`src/rtl/store_commit_buffer.sv`:
```
// Committed-store buffer: accepts retired stores and drains them to memory in order.
// Define STORE_FWD_EN to compile in store-to-load forwarding of full-word entries.
`timescale 1ns/1ps
module store_commit_buffer #(
  parameter int unsigned DEPTH = 4
) (
  input  logic                     clk_in,
  input  logic                     rst_in,
  input  logic                     store_valid_in,
  input  logic [31:0]              store_addr_in,
  input  logic [31:0]              store_value_in,
  input  logic [1:0]               store_size_in,
  output logic                     store_read_out,
  output logic                     mem_req_out,
  output logic [31:0]              mem_addr_out,
  output logic [31:0]              mem_wdata_out,
  output logic [3:0]               mem_be_out,
  input  logic                     mem_ack_in,
  input  logic [31:0]              load_addr_in,
  output logic                     load_conflict_out,
  output logic                     load_fwd_valid_out,
  output logic [31:0]              load_fwd_data_out,
  output logic [$clog2(DEPTH):0]   count_out,
  output logic                     empty_out,
  output logic                     misalign_out
);

  localparam int unsigned PW = $clog2(DEPTH);
  localparam int unsigned CW = PW + 1;

  typedef enum logic [0:0] {StIdle, StBusy} state_e;

  logic [29:0]   waddr_q [DEPTH];
  logic [31:0]   wdata_q [DEPTH];
  logic [3:0]    be_q    [DEPTH];
  logic [PW-1:0] wr_ptr_q, wr_ptr_d, rd_ptr_q, rd_ptr_d, idx;
  logic [CW-1:0] count_q, count_d;
  state_e        state_q, state_d;
  logic          push, pop, busy, misalign, hit;
  logic [31:0]   lane_data, hit_data;
  logic [3:0]    lane_be, hit_be;

  // Lane placement of the incoming store within its 32-bit word.
  always_comb begin
    lane_data = store_value_in;
    lane_be   = 4'b1111;
    misalign  = 1'b0;
    case (store_size_in)
      2'd0: begin
        lane_be   = 4'b0001 << store_addr_in[1:0];
        lane_data = {24'h0, store_value_in[7:0]} << {store_addr_in[1:0], 3'b000};
      end
      2'd1: begin
        lane_be   = store_addr_in[1] ? 4'b1100 : 4'b0011;
        lane_data = {16'h0, store_value_in[15:0]} << {store_addr_in[1], 4'b0000};
        misalign  = store_addr_in[0];
      end
      default: misalign = |store_addr_in[1:0];
    endcase
  end

  assign busy = rst_in && (state_q == StBusy);
  assign push = rst_in && store_valid_in && (count_q < CW'(DEPTH));
  assign pop  = busy && mem_ack_in;

  always_comb begin
    wr_ptr_d = wr_ptr_q;
    rd_ptr_d = rd_ptr_q;
    count_d  = count_q;
    state_d  = state_q;
    if (push) wr_ptr_d = wr_ptr_q + PW'(1);
    if (pop)  rd_ptr_d = rd_ptr_q + PW'(1);
    case ({push, pop})
      2'b10:   count_d = count_q + CW'(1);
      2'b01:   count_d = count_q - CW'(1);
      default: count_d = count_q;
    endcase
    case (state_q)
      StIdle:  if (count_q != '0) state_d = StBusy;
      StBusy:  if (mem_ack_in && (count_q == CW'(1)) && !push) state_d = StIdle;
      default: state_d = StIdle;
    endcase
  end

  always_ff @(posedge clk_in) begin
    if (!rst_in) begin
      wr_ptr_q <= '0;
      rd_ptr_q <= '0;
      count_q  <= '0;
      state_q  <= StIdle;
    end else begin
      wr_ptr_q <= wr_ptr_d;
      rd_ptr_q <= rd_ptr_d;
      count_q  <= count_d;
      state_q  <= state_d;
    end
  end

  always_ff @(posedge clk_in) begin
    if (push) begin
      waddr_q[wr_ptr_q] <= store_addr_in[31:2];
      wdata_q[wr_ptr_q] <= lane_data;
      be_q[wr_ptr_q]    <= lane_be;
    end
  end

  assign store_read_out = push;
  assign misalign_out   = push && misalign;
  assign mem_req_out    = busy;
  assign mem_addr_out   = busy ? {waddr_q[rd_ptr_q], 2'b00} : '0;
  assign mem_wdata_out  = busy ? wdata_q[rd_ptr_q] : '0;
  assign mem_be_out     = busy ? be_q[rd_ptr_q] : '0;
  assign count_out      = rst_in ? count_q : '0;
  assign empty_out      = !rst_in || (count_q == '0);

  // Walk oldest to youngest so the last match seen is the youngest one.
  always_comb begin
    hit      = 1'b0;
    hit_be   = '0;
    hit_data = '0;
    idx      = '0;
    for (int unsigned k = 0; k < DEPTH; k++) begin
      idx = rd_ptr_q + PW'(k);
      if ((CW'(k) < count_q) && (waddr_q[idx] == load_addr_in[31:2])) begin
        hit      = 1'b1;
        hit_be   = be_q[idx];
        hit_data = wdata_q[idx];
      end
    end
  end

`ifdef STORE_FWD_EN
  logic fwd;
  logic unused_load;
  assign fwd                = rst_in && hit && (hit_be == 4'b1111);
  assign load_fwd_valid_out = fwd;
  assign load_fwd_data_out  = fwd ? hit_data : '0;
  assign load_conflict_out  = rst_in && hit && !fwd;
  assign unused_load        = ^load_addr_in[1:0];
`else
  logic unused_load;
  assign load_fwd_valid_out = 1'b0;
  assign load_fwd_data_out  = '0;
  assign load_conflict_out  = rst_in && hit;
  assign unused_load        = ^{load_addr_in[1:0], hit_be, hit_data};
`endif

endmodule

```
`config.mk`:
```
export PLATFORM = sky130hd
export DESIGN_NAME = store_commit_buffer
export DESIGN_NICKNAME = d
export VERILOG_FILES = /design/src/rtl/store_commit_buffer.sv
export SDC_FILE = /design/constraint.sdc
export NUM_CORES = 1
export LEC_CHECK = 0
export BUFFER_PORTS_ARGS = -buffer_cell sky130_fd_sc_hd__buf_2
export CAP_MARGIN = 20
export CORE_UTILIZATION = 40
export DETAILED_ROUTE_END_ITERATION = 6
export GPL_TIMING_DRIVEN = 0
export SLEW_MARGIN = 20
export SYNTH_ARGS = -nofsm -noshare
export SYNTH_HDL_FRONTEND = slang
export SYNTH_SLANG_ARGS = --single-unit
```
`constraint.sdc`:
```
create_clock -name clk_in -period 4.2 [get_ports clk_in]
set_clock_uncertainty 0.1 [all_clocks]
set_input_delay 0.42 -clock clk_in [delete_from_list [all_inputs] [get_ports clk_in]]
set_output_delay 0.42 -clock clk_in [all_outputs]
set_load 0.1 [all_outputs]
```
Word level (Yosys, flattened, before mapping)
Memory sizes are Yosys's and may differ from the RTL's. A register that Yosys moved wholly into a read port is not among the register bits. Cells that the tools add are included.

Input port bits: 102. Memories kept: 3. Memory bits (writable): 264. Latch bits: 0. Logic and storage cells: 74. Register bits after elaboration: 8. ROM bits: 0. Output and inout port bits: 109.

Reduce and logical (&&, ||, !) cells: 20. Shift-type cells: 3. $mul: 0. Eq/ne operators: 8. Add/subtract/negate cells: 6. Muxes and demuxes: 24. Bitwise gates (word level): 1. Div/mod/pow operators: 0. $lt $le $gt $ge: 5.

Memories: wdata_q (words 4, width 32, rd ports 1, clocked after Yosys merged registers in 1, wr ports 1, line 34) `logic [31:0] wdata_q [DEPTH];`; waddr_q (words 4, width 30, rd ports 4, clocked after Yosys merged registers in 1, wr ports 1, line 33) `logic [29:0] waddr_q [DEPTH];`; be_q (words 4, width 4, rd ports 1, clocked after Yosys merged registers in 1, wr ports 1, line 35) `logic [3:0] be_q [DEPTH];`.

Operator list (number): 30-bit equality test (4); 32-bit 2-to-1 mux (2); 32-bit case mux with 2 select lines (1); 16-bit by 5-bit left shift with 32-bit output (1); 8-bit by 5-bit left shift with 32-bit output (1); 1-bit logical AND (12); 2-bit 2-to-1 mux (6); 1-bit 2-to-1 mux (8); 4-bit 2-to-1 mux (2); 4-bit case mux with 2 select lines (1); 1-bit by 3-bit < comparator with 1-bit output (first input constant) (2); 2-bit by 3-bit < comparator with 1-bit output (first input constant) (2); 3-bit case mux with 2 select lines (1); 2-bit by 1-bit adder with 2-bit output (second input constant) (2); 2-bit adder (second input constant) (2); 2-bit by 1-bit equality test with 1-bit output (second input constant) (2); 1-bit case mux with 2 select lines (2); 1-bit by 2-bit left shift with 4-bit output (first input constant) (1); 3-bit by 1-bit adder with 3-bit output (second input constant) (1); 3-bit by 1-bit equality test with 1-bit output (second input constant) (1); 3-bit zero test (1); 3-bit < comparator (second input constant) (1); 3-bit 2-to-1 mux (1); 3-bit nonzero test (1); other kinds (8) (9).

Longest topological paths before layout
An unclocked memory read counts as a cell.

Depth after elaboration: 8. Depth in mapped cells: 12. Depth with buffers taken out: 7.

Least setup slack after synthesis
Ideal clock, no wire load.

Path kind: register to output. From: register with a tool-made name. To: output mem_addr_out[17]. Stages on the path, launching flop included: 7. Path slack: 0.199 ns. Arrival time: 3.481 ns. Data required time: 3.680 ns. Buffers on the path: 3. Cells stage by stage: dfxtp_1 buf_2 buf_2 inv_1 clkbuf_1 and2_1 a211oi_1.

RTL lines: to (decl) (line 15) `output logic [31:0] mem_addr_out,`.

Final worst setup path
From: register rd_ptr_q[0]. To: output load_conflict_out.

Longest elaborated chain between the ends: 8. Elaborated cells on any way between the ends: 14. Classes of those cells: 3 x add/sub; 3 x eq/ne; 3 x mux; 4 x reduce/logical; 1 x memory.

Ends and longest elaborated chain: from (decl) (line 36) `logic [PW-1:0] wr_ptr_q, wr_ptr_d, rd_ptr_q, rd_ptr_d, idx;`; from (signal assigned) (line 93) `rd_ptr_q <= rd_ptr_d;`; 2-bit by 1-bit adder with 2-bit output (line 123) `idx = rd_ptr_q + PW'(k);`; memory read 4 x 30 bit *; 30-bit equality test (line 124) `if ((CW'(k) < count_q) && (waddr_q[idx] == load_addr_in[31:2])) begin`; 1-bit logical AND (line 124); 1-bit 2-to-1 mux (2 in a row) (line 124); 1-bit 2-to-1 mux * (line 124); 1-bit logical AND * (line 144) `assign load_conflict_out = rst_in && hit;`; to (decl) (line 20) `output logic load_conflict_out,`.

Mark *: on every way between the ends. The rest lies on a longest branch, timed or not.

==> out/summary.json <==
{
  "numClockSinks": {"value": 274},
  "synth_most_common_cell": {"value": "sky130_fd_sc_hd__edfxtp_1"},
  "gr-usage-all-layers": {"value": 24.4, "unit": "%"},
  "timing.critical_path.from_type": {"value": "flop"},
  "met3WireLength": {"value": 3180, "unit": "um"},
  "residual_overflow_from_global_routing": {"value": 0},
  "power.switching": {"value": 2.37, "unit": "mW"},
  "timing.final.crit_share": {"value": 99.4, "unit": "%"},
  "via_count": {"value": 10200},
  "gp_congestion": {"value": 0.951},
  "power.density": {"value": 412, "unit": "nW/um^2"},
  "critical_path.max_fanout": {"value": 10},
  "placement.io_buffers": {"value": 152},
  "dp.final_hpwl": {"value": 33600, "unit": "um"},
  "postSynthCellCount": {"value": 1032},
  "grt_max_degree": {"value": 46},
  "effective_utilization_at_floorplan": {"value": 40.8, "unit": "%"},
  "synth_area_leader_cell": {"value": "sky130_fd_sc_hd__edfxtp_1"},
  "slowest_stage": {"value": "sky130_fd_sc_hd__mux4_2"},
  "synth_sequential_area_ratio": {"value": 54.3, "unit": "%"},
  "hold_path_startpoint": {"value": "store_value_in[21]"},
  "cts_tree": {"value": "yes"},
  "top_layer": {"value": "met4"},
  "finish.net_count": {"value": 1426},
  "outcome": {"value": "finished clean"},
  "post-route-min-period": {"value": 4.17, "unit": "ns"},
  "area.sequential": {"value": 8130, "unit": "sq um"},
  "clockBufferDepth": {"value": 3},
  "post_synth_most_frequent_cells": {"value": "264 x sky130_fd_sc_hd__edfxtp_1, 96 x sky130_fd_sc_hd__mux4_2, 86 x sky130_fd_sc_hd__mux2i_1"},
  "combined_area_of_the_multi_input_logic_cells": {"value": 6590, "unit": "sq um"},
  "timing.reg2reg.setup_slack": {"value": 1.75, "unit": "ns"},
  "critical_path_capture_point_type": {"value": "primary output"},
  "antenna_found_initial": {"value": 0},
  "clkPwrFrac": {"value": 34.6, "unit": "%"},
  "ios": {"value": 211},
  "synthDistinctLibCells": {"value": 57},
  "timing.slew.headroom": {"value": 39.5, "unit": "%"},
  "drv_slew": {"value": 0},
  "crit_path_cell_trace": {"value": "buf_6 > buf_8 > buf_12 > buf_12 > mux4_2 > xnor2_2 > nand4_1 > nor4_2 > nand4_1 > a41oi_4 > buf_12"},
  "critical_path.reg2reg.startpoint": {"value": "count_q[2]"},
  "seq_power_share": {"value": 41.1, "unit": "%"},
  "p_leak": {"value": 6.48, "unit": "nW"},
  "die-area": {"value": 38200, "unit": "sq um"},
  "cts_htree_levels": {"value": 1},
  "timing.fmax": {"value": 240, "unit": "MHz"},
  "path_class": {"value": "flop to primary output"},
  "wl_met2": {"value": 23000, "unit": "um"},
  "required": {"value": 3.68, "unit": "ns"},
  "drt-vias-per-instance": {"value": 5.64},
  "routedLengthMet1": {"value": 18500, "unit": "um"},
  "post_route_cells_drive_above_1_share": {"value": 33.9, "unit": "%"},
  "hold-worst-slack": {"value": 0.119, "unit": "ns"},
  "critical_path.most_common_cell": {"value": "sky130_fd_sc_hd__buf_12"},
  "detail_route.wirelength": {"value": 46500, "unit": "um"},
  "arrival": {"value": 3.65, "unit": "ns"},
  "floorplan.die.height": {"value": 196, "unit": "um"},
  "peakVddDrop": {"value": 0.366, "unit": "mV"},
  "cts-root-buf": {"value": "sky130_fd_sc_hd__clkbuf_16"},
  "layout_fillers": {"value": 3140},
  "async_flop_share": {"value": 0, "unit": "%"},
  "hold_viol": {"value": 0},
  "insertedDiodeCount": {"value": 0},
  "grt_pass1_wl": {"value": 68000, "unit": "um"},
  "synth_area_leaders": {"value": "sky130_fd_sc_hd__edfxtp_1 53%, sky130_fd_sc_hd__mux4_2 14%, sky130_fd_sc_hd__mux2i_1 5.7%"},
  "detail_route.first_pass.iterations": {"value": 6},
  "critical_path.startpoint": {"value": "rd_ptr_q[0]"},
  "tightest_slew": {"value": 0.900, "unit": "ns"},
  "hp-class": {"value": "input pin to flop"},
  "cts.reportedPaths.clkPinSlew": {"value": 0.06, "unit": "ns"},
  "syn-mean-instance-area": {"value": 14.5, "unit": "sq um"},
  "clkLatencyLatePin": {"value": 0.57, "unit": "ns"},
  "postSynthRegisterBits": {"value": 274},
  "grt_pass1_vias": {"value": 10300},
  "area_delta_synth_final": {"value": 24.3, "unit": "%"},
  "synthDominantCellAreaShare": {"value": 52.9, "unit": "%"},
  "die-width": {"value": 196, "unit": "um"},
  "drc_errors": {"value": 0},
  "ant_nets": {"value": 0},
  "setup_violations": {"value": 0},
  "number_of_buffers_inserted_during_clock_tree_synthesis": {"value": 30},
  "power.share.switching": {"value": 30.9, "unit": "%"},
  "share_comb_of_total_power": {"value": 24.3, "unit": "%"},
  "ys.warnings.count": {"value": 0},
  "post_synth_edffs": {"value": 264},
  "synth_ff_type": {"value": "sky130_fd_sc_hd__edfxtp_1"},
  "drt-wirelength-per-cell": {"value": 25.7, "unit": "um"},
  "cap_viol_max_count": {"value": 0},
  "dr.first_iter.drc_count": {"value": 807},
  "finalWorstSetupSlack": {"value": 0.0259, "unit": "ns"},
  "dp_worst_setup_slack": {"value": -0.347, "unit": "ns"},
  "core.rowCount": {"value": 70},
  "core": {"value": 36700, "unit": "sq um"},
  "critical_path.max_stage_delay": {"value": 0.55, "unit": "ns"},
  "design_internal_power": {"value": 5.31, "unit": "mW"},
  "syn-cell-area": {"value": 15000, "unit": "sq um"}
}
-- cell usage in the layout (no fill, tap or decap), types with 5 or more instances in the layout --
master,instances
sky130_fd_sc_hd__conb_1,35
sky130_fd_sc_hd__a21oi_1,20
sky130_fd_sc_hd__buf_2,160
sky130_fd_sc_hd__xor2_1,34
sky130_fd_sc_hd__clkbuf_16,30
sky130_fd_sc_hd__nand4_1,19
sky130_fd_sc_hd__xnor2_1,67
sky130_fd_sc_hd__nor2_1,28
sky130_fd_sc_hd__mux4_2,96
sky130_fd_sc_hd__nor4_1,5
sky130_fd_sc_hd__clkbuf_1,32
sky130_fd_sc_hd__nand2_1,44
sky130_fd_sc_hd__nor3_1,7
sky130_fd_sc_hd__buf_6,9
sky130_fd_sc_hd__buf_1,7
sky130_fd_sc_hd__buf_4,66
sky130_fd_sc_hd__a22o_1,18
sky130_fd_sc_hd__clkinv_2,5
sky130_fd_sc_hd__nor4_2,5
sky130_fd_sc_hd__o21ai_0,23
sky130_fd_sc_hd__mux2_2,10
sky130_fd_sc_hd__inv_1,13
sky130_fd_sc_hd__mux2i_1,68
sky130_fd_sc_hd__ha_1,9
sky130_fd_sc_hd__edfxtp_1,264
sky130_fd_sc_hd__dfxtp_1,9
sky130_fd_sc_hd__o22ai_1,10
sky130_fd_sc_hd__and2_1,70
sky130_fd_sc_hd__dlygate4sd3_1,30
sky130_fd_sc_hd__a211oi_1,6
sky130_fd_sc_hd__clkinv_1,7
sky130_fd_sc_hd__a22oi_1,10
sky130_fd_sc_hd__mux2i_2,9
sky130_fd_sc_hd__mux2i_4,10
sky130_fd_sc_hd__buf_12,14
-- power by group through the flow --
stage | clock [mW] | sequential (mW) | combinational, mW
4_1_cts | 2.70 | 3.15 | 1.82
3_3_place_gp | 0 | 3.22 | 1.69
6_report | 2.66 | 3.15 | 1.87
3_5_place_dp | 0 | 3.21 | 1.71
2_1_floorplan | 0 | 3.20 | 1.27
5_1_grt | 2.79 | 3.16 | 1.96
-- sequential cells by signal, summed over array words and instances (netlist names), named ones only --
register	flops
wdata_q	128
waddr_q	120
be_q	16
count_q	3
rd_ptr_q	2
wr_ptr_q	2
state_q	1
-- stage by stage --
stage                     setup TNS [ns]  power (mW)  util [%]  cells  area, sq um
after floorplan                        0        4.47         -   1066        15100
after global placement            -96.17        4.90      44.8   1686        16500
after detailed placement          -0.347        4.91      45.3   1692        16600
after CTS                              0        7.68      50.0   1789        18300
after global routing            -0.00110        7.91      50.7   1805        18600
final                                  0        7.68      50.7   1805        18600
-- worst max-delay path, delay by kind of cell, from the launching register on --
family | cells | cell delay [ns]
multiplexers | 1 | 0.55
XOR/XNOR | 1 | 0.29
AND/OR/NAND/NOR | 3 | 0.73
buffers and inverters | 5 | 0.89
AO/OA/AOI/OAI | 1 | 0.29
flip-flops | 1 | 0.32
-- area by class of cell --
cell class / count / area share, %
flip-flops and latches: 274 / 43.7
multi-input cells: 669 / 35.4
repair buffers: 217 / 7.78
plain buffers: 110 / 4.37
clock buffers: 32 / 4.07
well taps: 468 / 3.15
clock inverters: 22 / 1.30
inverters: 13 / 0.262
-- timing repair --
item | in CTS | in global routing
setup buffers | 13 | 16
endpoints found under the setup margin | 33 | 1
pin swaps | 6 | 11
endpoints found under the hold margin | 120 | 0
hold buffers | 30 | 0
gates resized for setup | 74 | 38
-- routing by layer --
layer,track usage [%],up-vias
met2,42.2,457
met3,3.83,85
li1,-,4527
met4,8.81,0
met1,31.1,5119
met5,0,-
-- final timing paths --
kind,to,depth (start not counted)
worst max-delay path,load_conflict_out,11
worst min-delay path,wdata_q[3][21],2
worst max register to register,count_q[2],6
worst min register to register,wr_ptr_q[1],2
-- cell families after synthesis --
group           Yosys count  synth area share, %
compound gates          118                 5.58
xor+xnor                106                 6.20
fa+ha+maj                 9                0.752
buf+inv                 123                 4.59
flops                   274                 54.3
mux                     196                 21.2
other cells               1               0.0250
simple gates            205                 7.35
No activity file was read; power rests on OpenSTA's default activity.
